## src/rtl/onehot32_encoder_seq.sv

```systemverilog
// Sequential 32-to-5 encoder: sticky pending capture of request pulses,
// serialised lowest-index-first over a valid/ready handshake.
module onehot32_encoder_seq #(
  parameter int unsigned N_IN  = 32,
  parameter int unsigned IDX_W = 5,
  parameter int unsigned CNT_W = 8
) (
  input  logic              clk,
  input  logic              rst_n,
  input  logic [N_IN-1:0]   req_i,
  input  logic              clr_i,
  output logic [IDX_W-1:0]  idx_o,
  output logic              valid_o,
  input  logic              ready_i,
  output logic [N_IN-1:0]   pending_o,
  output logic              busy_o,
  output logic [CNT_W-1:0]  dup_cnt_o
);

  localparam int unsigned POP_W = IDX_W + 1;
  localparam int unsigned SUM_W = CNT_W + POP_W;

  typedef enum logic [0:0] {IDLE = 1'b0, PRESENT = 1'b1} state_t;

  state_t             state_q, state_d;
  logic [N_IN-1:0]    pend_q, pend_d;
  logic [IDX_W-1:0]   idx_q, idx_d;
  logic               valid_q, valid_d;
  logic               busy_q, busy_d;
  logic [CNT_W-1:0]   cnt_q, cnt_d;

  logic               pop;
  logic               p_nz;
  logic               load;
  logic [IDX_W-1:0]   sel;
  logic [N_IN-1:0]    sel_mask;
  logic [N_IN-1:0]    dup_hits;
  logic [POP_W-1:0]   dup_inc;
  logic [SUM_W-1:0]   cnt_sum;

  assign pop  = valid_q && ready_i;
  assign p_nz = |pend_q;
  assign load = ((state_q == IDLE) && p_nz) || ((state_q == PRESENT) && pop && p_nz);

  // Lowest set bit of the pending register wins.
  always_comb begin
    sel = '0;
    for (int i = int'(N_IN) - 1; i >= 0; i--) begin
      if (pend_q[i]) sel = IDX_W'(i);
    end
  end

  assign sel_mask = load ? ({{(N_IN-1){1'b0}}, 1'b1} << sel) : '0;
  assign dup_hits = req_i & pend_q & ~sel_mask;

  always_comb begin
    dup_inc = '0;
    for (int i = 0; i < int'(N_IN); i++) begin
      dup_inc = dup_inc + POP_W'(dup_hits[i]);
    end
  end

  // Pending update and saturating duplicate counter.
  always_comb begin
    pend_d  = (pend_q & ~sel_mask) | req_i;
    cnt_sum = SUM_W'(cnt_q) + SUM_W'(dup_inc);
    cnt_d   = (cnt_sum > SUM_W'({CNT_W{1'b1}})) ? {CNT_W{1'b1}} : CNT_W'(cnt_sum);
    if (clr_i) begin
      pend_d = '0;
      cnt_d  = '0;
    end
  end

  always_ff @(posedge clk or negedge rst_n) begin
    if (!rst_n) state_q <= IDLE;
    else        state_q <= state_d;
  end

  always_comb begin
    state_d = state_q;
    case (state_q)
      IDLE:    if (p_nz) state_d = PRESENT;
      PRESENT: if (pop && !p_nz) state_d = IDLE;
      default: state_d = IDLE;
    endcase
    if (clr_i) state_d = IDLE;
  end

  // Next values of the registered output stage.
  always_comb begin
    idx_d   = idx_q;
    valid_d = valid_q;
    if (load) begin
      idx_d   = sel;
      valid_d = 1'b1;
    end else if ((state_q == PRESENT) && pop) begin
      valid_d = 1'b0;
    end
    if (clr_i) begin
      idx_d   = '0;
      valid_d = 1'b0;
    end
    busy_d = valid_d || (|pend_d);
  end

  always_ff @(posedge clk or negedge rst_n) begin
    if (!rst_n) begin
      pend_q  <= '0;
      idx_q   <= '0;
      valid_q <= 1'b0;
      busy_q  <= 1'b0;
      cnt_q   <= '0;
    end else begin
      pend_q  <= pend_d;
      idx_q   <= idx_d;
      valid_q <= valid_d;
      busy_q  <= busy_d;
      cnt_q   <= cnt_d;
    end
  end

  assign idx_o     = idx_q;
  assign valid_o   = valid_q;
  assign pending_o = pend_q;
  assign busy_o    = busy_q;
  assign dup_cnt_o = cnt_q;

endmodule

```

## config.mk

```make
export PLATFORM = sky130hd
export DESIGN_NAME = onehot32_encoder_seq
export DESIGN_NICKNAME = d
export VERILOG_FILES = /design/src/rtl/onehot32_encoder_seq.sv
export SDC_FILE = /design/constraint.sdc
export NUM_CORES = 1
export LEC_CHECK = 0
export BUFFER_PORTS_ARGS = -buffer_cell sky130_fd_sc_hd__buf_4
export CAP_MARGIN = 25
export CORE_ASPECT_RATIO = 1.4
export CORE_UTILIZATION = 40
export CTS_BUF_LIST = sky130_fd_sc_hd__clkbuf_2 sky130_fd_sc_hd__clkbuf_4 sky130_fd_sc_hd__clkbuf_8
export CTS_CLUSTER_DIAMETER = 30
export DETAILED_ROUTE_END_ITERATION = 12
export PLACE_DENSITY = 0.66
export REMOVE_ABC_BUFFERS = 1
export SYNTH_ARGS = -nofsm -noshare
export SYNTH_HDL_FRONTEND = slang
export SYNTH_SLANG_ARGS = --single-unit
```

## constraint.sdc

```tcl
create_clock -name clk -period 23.2 [get_ports clk]
set_input_delay 5.8 -clock clk [delete_from_list [all_inputs] [get_ports clk]]
set_output_delay 5.8 -clock clk [all_outputs]
set_load 0.02 [all_outputs]
```

==> summary.md <==
| Metric | Value |
|---|---|
| Status | `completed` |
| Most common cell after layout, fill and taps aside | `buf_4` |
| H-tree levels | `2` |
| Crit path max fanout | `12` |
| Grt ovf | `0` |
| Comb pwr share | `between 50% and 60%` |
| Sw frac | `between 40 and 50%` |
| Vias in the first global route | `4022` |
| Period utilisation layout | `roughly 54%` |
| Crit path time final | `approximately 13000 ps` |
| Post-detail-place hpwl | `approximately 11000 um` |
| Antenna diode count | `0` |
| Fin area | `0.00488 mm2` |
| Clock slew at reported path FFs | `100 ps` |
| Cells taking the most area after synthesis | `dfrtp_1 (30%), fa_1 (13%), nor2_1 (6.5%)` |
| RD Place Congestion | `about 0.94` |
| Worst-case clock buffer depth | `2` |
| Pwr per Cell Area | `81.7 mW/mm2` |
| RSZ-0062 raised after global routing | `no` |
| Maximum vdd drop | `between 0.1 and 0.15 mV` |
| CTS Buf Count | `5` |
| Area share of the largest cell type after synthesis | `30.0%` |
| # DRC | `0` |
| CP Capture Type | `flop` |
| Cts repair resizes | `0` |
| Achievable Freq | `between 70 and 80 MHz` |
| Top FF cell, synth | `dfrtp_1` |
| Slowest-stage cell, CP | `fa_1` |
| Post CTS Setup Buffer Count | `0` |
| Slew headroom | `about a quarter` |
| Layout cells sized above 1 | `slightly above 20%` |
| Gate Count Post-Synth | `456` |
| Synth warn | `0` |
| Total track usage | `about 28%` |
| Max Cap Viol | `0` |
| Int Power | `roughly 220 uW` |
| R2r setup slk | `about 15000 ps` |
| Share of power burned in registers | `26.7%` |
| Io pins | `83` |
| Syn Area/Cell | `8.79 um2` |
| CP dominant cell by count | `fa_1` |
| Ys async rst share | `between 90% and 100%` |
| Mux cell area share after synthesis | `less than 1%` |
| Min-delay worst type | `reg -> reg` |
| Clk pwr share | `~16%` |
| First-pass GRT wire length | `~22000 um` |
| Initial Util | `between 40% and 50%` |
| NetSw | `about 180 uW` |
| Vias/cell | `5.99` |
| Xor and xnor area share after synthesis | `~1.1%` |
| Final hold violation count | `0` |
| Post-synthesis compound-gate area fraction | `a little under a quarter` |
| Number of flops mapped to enable cells by yosys | `0` |
| # rows | `42` |
| Setup Viol. Count Final | `0` |
| Largest family of logic cells by synthesized area | `simple AND/OR/NAND/NOR gates` |
| P&R area growth vs syn | `21.7%` |
| Post-Place Cell Area | `around 0.0048 mm2` |
| Critical path's largest stage delay | `about 550 ps` |
| Worst-case reg-to-reg path depth | `23` |
| Fin nets | `612` |
| Vias | `~4000` |
| Post-route ant nets | `0` |
| Area of the mapped netlist | `about 0.0040 mm2` |
| Required time worst endpoint | `roughly 23000 ps` |
| Worst clock skew | `3.93 ps` |
| First DRT Iteration DRCs | `about 260` |
| CTS tree | `yes` |
| # clock sinks | `48` |
| Die area | `around 0.010 mm2` |
| Register bit total from synthesis | `48` |
| Port Buf Inserts | `82` |
| Largest net degree at the start of global routing | `49` |
| Leading area contributor after synthesis | `dfrtp_1` |
| Core area | `slightly below 0.01 mm2` |
| Worst slew pin tran | `1100 ps` |
| Wire length per cell | `slightly above 20 um` |
| Sequential-to-total area share from yosys stat | `~30%` |
| Synthesized-area fraction occupied by adder cells | `between 15 and 20%` |
| Post-synthesis simple-gate area fraction | `23.0%` |
| Initial antenna violation count | `0` |
| Worst hold stages | `2` |
| Non-Filler Instances | `668` |
| TNS Setup | `0 ps` |
| WS Path Type | `in -> reg` |
| DP Cell Count | `660` |
| Hold_buf cts | `0` |
| First-pass iteration count of the detailed router | `5` |
| Distinct cells, synth | `between 60 and 70` |
| Clock root cell | `clkbuf_8` |
| Die Ht | `approximately 120 um` |
| Clock Latency Late Sink | `320 ps` |
| Die Wd | `86.6 um` |
| Lkg Pwr | `2.22 nW` |
| Final core utilization | `between 50% and 60%` |
| Slew Viols, Final | `0` |
| CP arrival | `12780 ps` |
| Crit start category | `primary input` |
| DRT Wirelength | `approximately 14000 um` |
| Commonest cells after routing, fill and taps aside | `buf_4 (86), nor2_1 (69), dfrtp_1 (48), inv_1 (41), a21oi_1 (35)` |
critical path: cells and delay by family:
kind                       cells  cell delay (ps)
and+or+nand+nor                6             1190
buffers and inverters          5              430
adders and majority gates      8             3880
AOI/OAI and AO/OA              7             1470
cells by family (layout without fill, tap and decap cells):
| group | count (synthesis) | count (layout) |
|---|---|---|
| XOR/XNOR | 5 | 5 |
| AND/OR/NAND/NOR | 178 | 178 |
| flip-flops | 48 | 48 |
| multiplexers | 1 | 1 |
| adder cells (fa/ha/maj) | 41 | 41 |
| buffers and inverters | 58 | 138 |
| AO/OA/AOI/OAI | 125 | 125 |
per-stage QoR:
stage               setup slack, ps  hold WS (ps)  power, mW
CTS                           10630           525      0.403
global route                  10180           553      0.440
global placement              10440           489      0.332
detailed placement            10310           511      0.336
finish                        10610           526      0.399
floorplan                     11000           445      0.266
synth_stat cells, types with 3 or more instances:
| library cell | count |
|---|---|
| a21oi_1 | 35 |
| o211ai_1 | 16 |
| or3_1 | 7 |
| clkbuf_1 | 11 |
| and2_1 | 8 |
| nor4_1 | 6 |
| buf_2 | 3 |
| or4_1 | 6 |
| o21ai_1 | 3 |
| a211oi_1 | 8 |
| xnor2_1 | 3 |
| or2_1 | 3 |
| o21ai_0 | 9 |
| a2111oi_0 | 5 |
| o311a_1 | 4 |
| o21a_1 | 3 |
| ha_1 | 15 |
| inv_1 | 41 |
| or2_0 | 3 |
| nor2b_1 | 6 |
| nand2b_1 | 3 |
| o32ai_1 | 3 |
| nor4_4 | 4 |
| fa_1 | 26 |
| nor2_1 | 69 |
| nand3_1 | 13 |
| a41oi_1 | 3 |
| o41a_1 | 5 |
| nand2_1 | 30 |
| dfrtp_1 | 48 |
| nor3_1 | 10 |
| o311ai_0 | 3 |
final timing paths:
check	from	endpoint
worst max-delay path	ready_i	dup_cnt_o[1]
worst min-delay path	idx_o[2]	idx_o[2]
worst max register to register	pending_o[27]	dup_cnt_o[1]
worst min register to register	idx_o[2]	idx_o[2]
max in group asynchronous	rst_n	idx_o[3]
min in group asynchronous	rst_n	pending_o[17]
power groups by stage:
stage	Sequential, mW	Combinational (mW)	Clock, mW
global route	0.108	0.263	0.0692
global placement	0.108	0.224	0
floorplan	0.114	0.152	0
detailed placement	0.108	0.229	0
CTS	0.106	0.231	0.0664
finish	0.106	0.227	0.0646
final cells by class:
cell class / instances / area (um2)
inverter: 44 / 165
sequential: 48 / 1200
clock inverter: 3 / 46.3
clock buffer: 5 / 68.8
tap: 132 / 165
fill: 936 / 4740
timing repair buffer: 86 / 646
multi-input combinational: 350 / 2590
sequential cells by signal (all words and copies together) (netlist names):
signal / count
valid_o: 1
state_q: 1
busy_o: 1
dup_cnt_o: 8
pending_o: 32
idx_o: 5
routing by layer:
metal / share of wire, % / wire (um) / track usage (%) / up-vias
met5: 0 / 0 / 0 / -
met3: 5.9 / 814 / 4.91 / 45
met2: 51 / 7010 / 48.2 / 186
li1: - / - / - / 1805
met1: 38 / 5270 / 33.0 / 1963
met4: 4.8 / 667 / 14.6 / 0
Power figures use the tool's default switching activity.
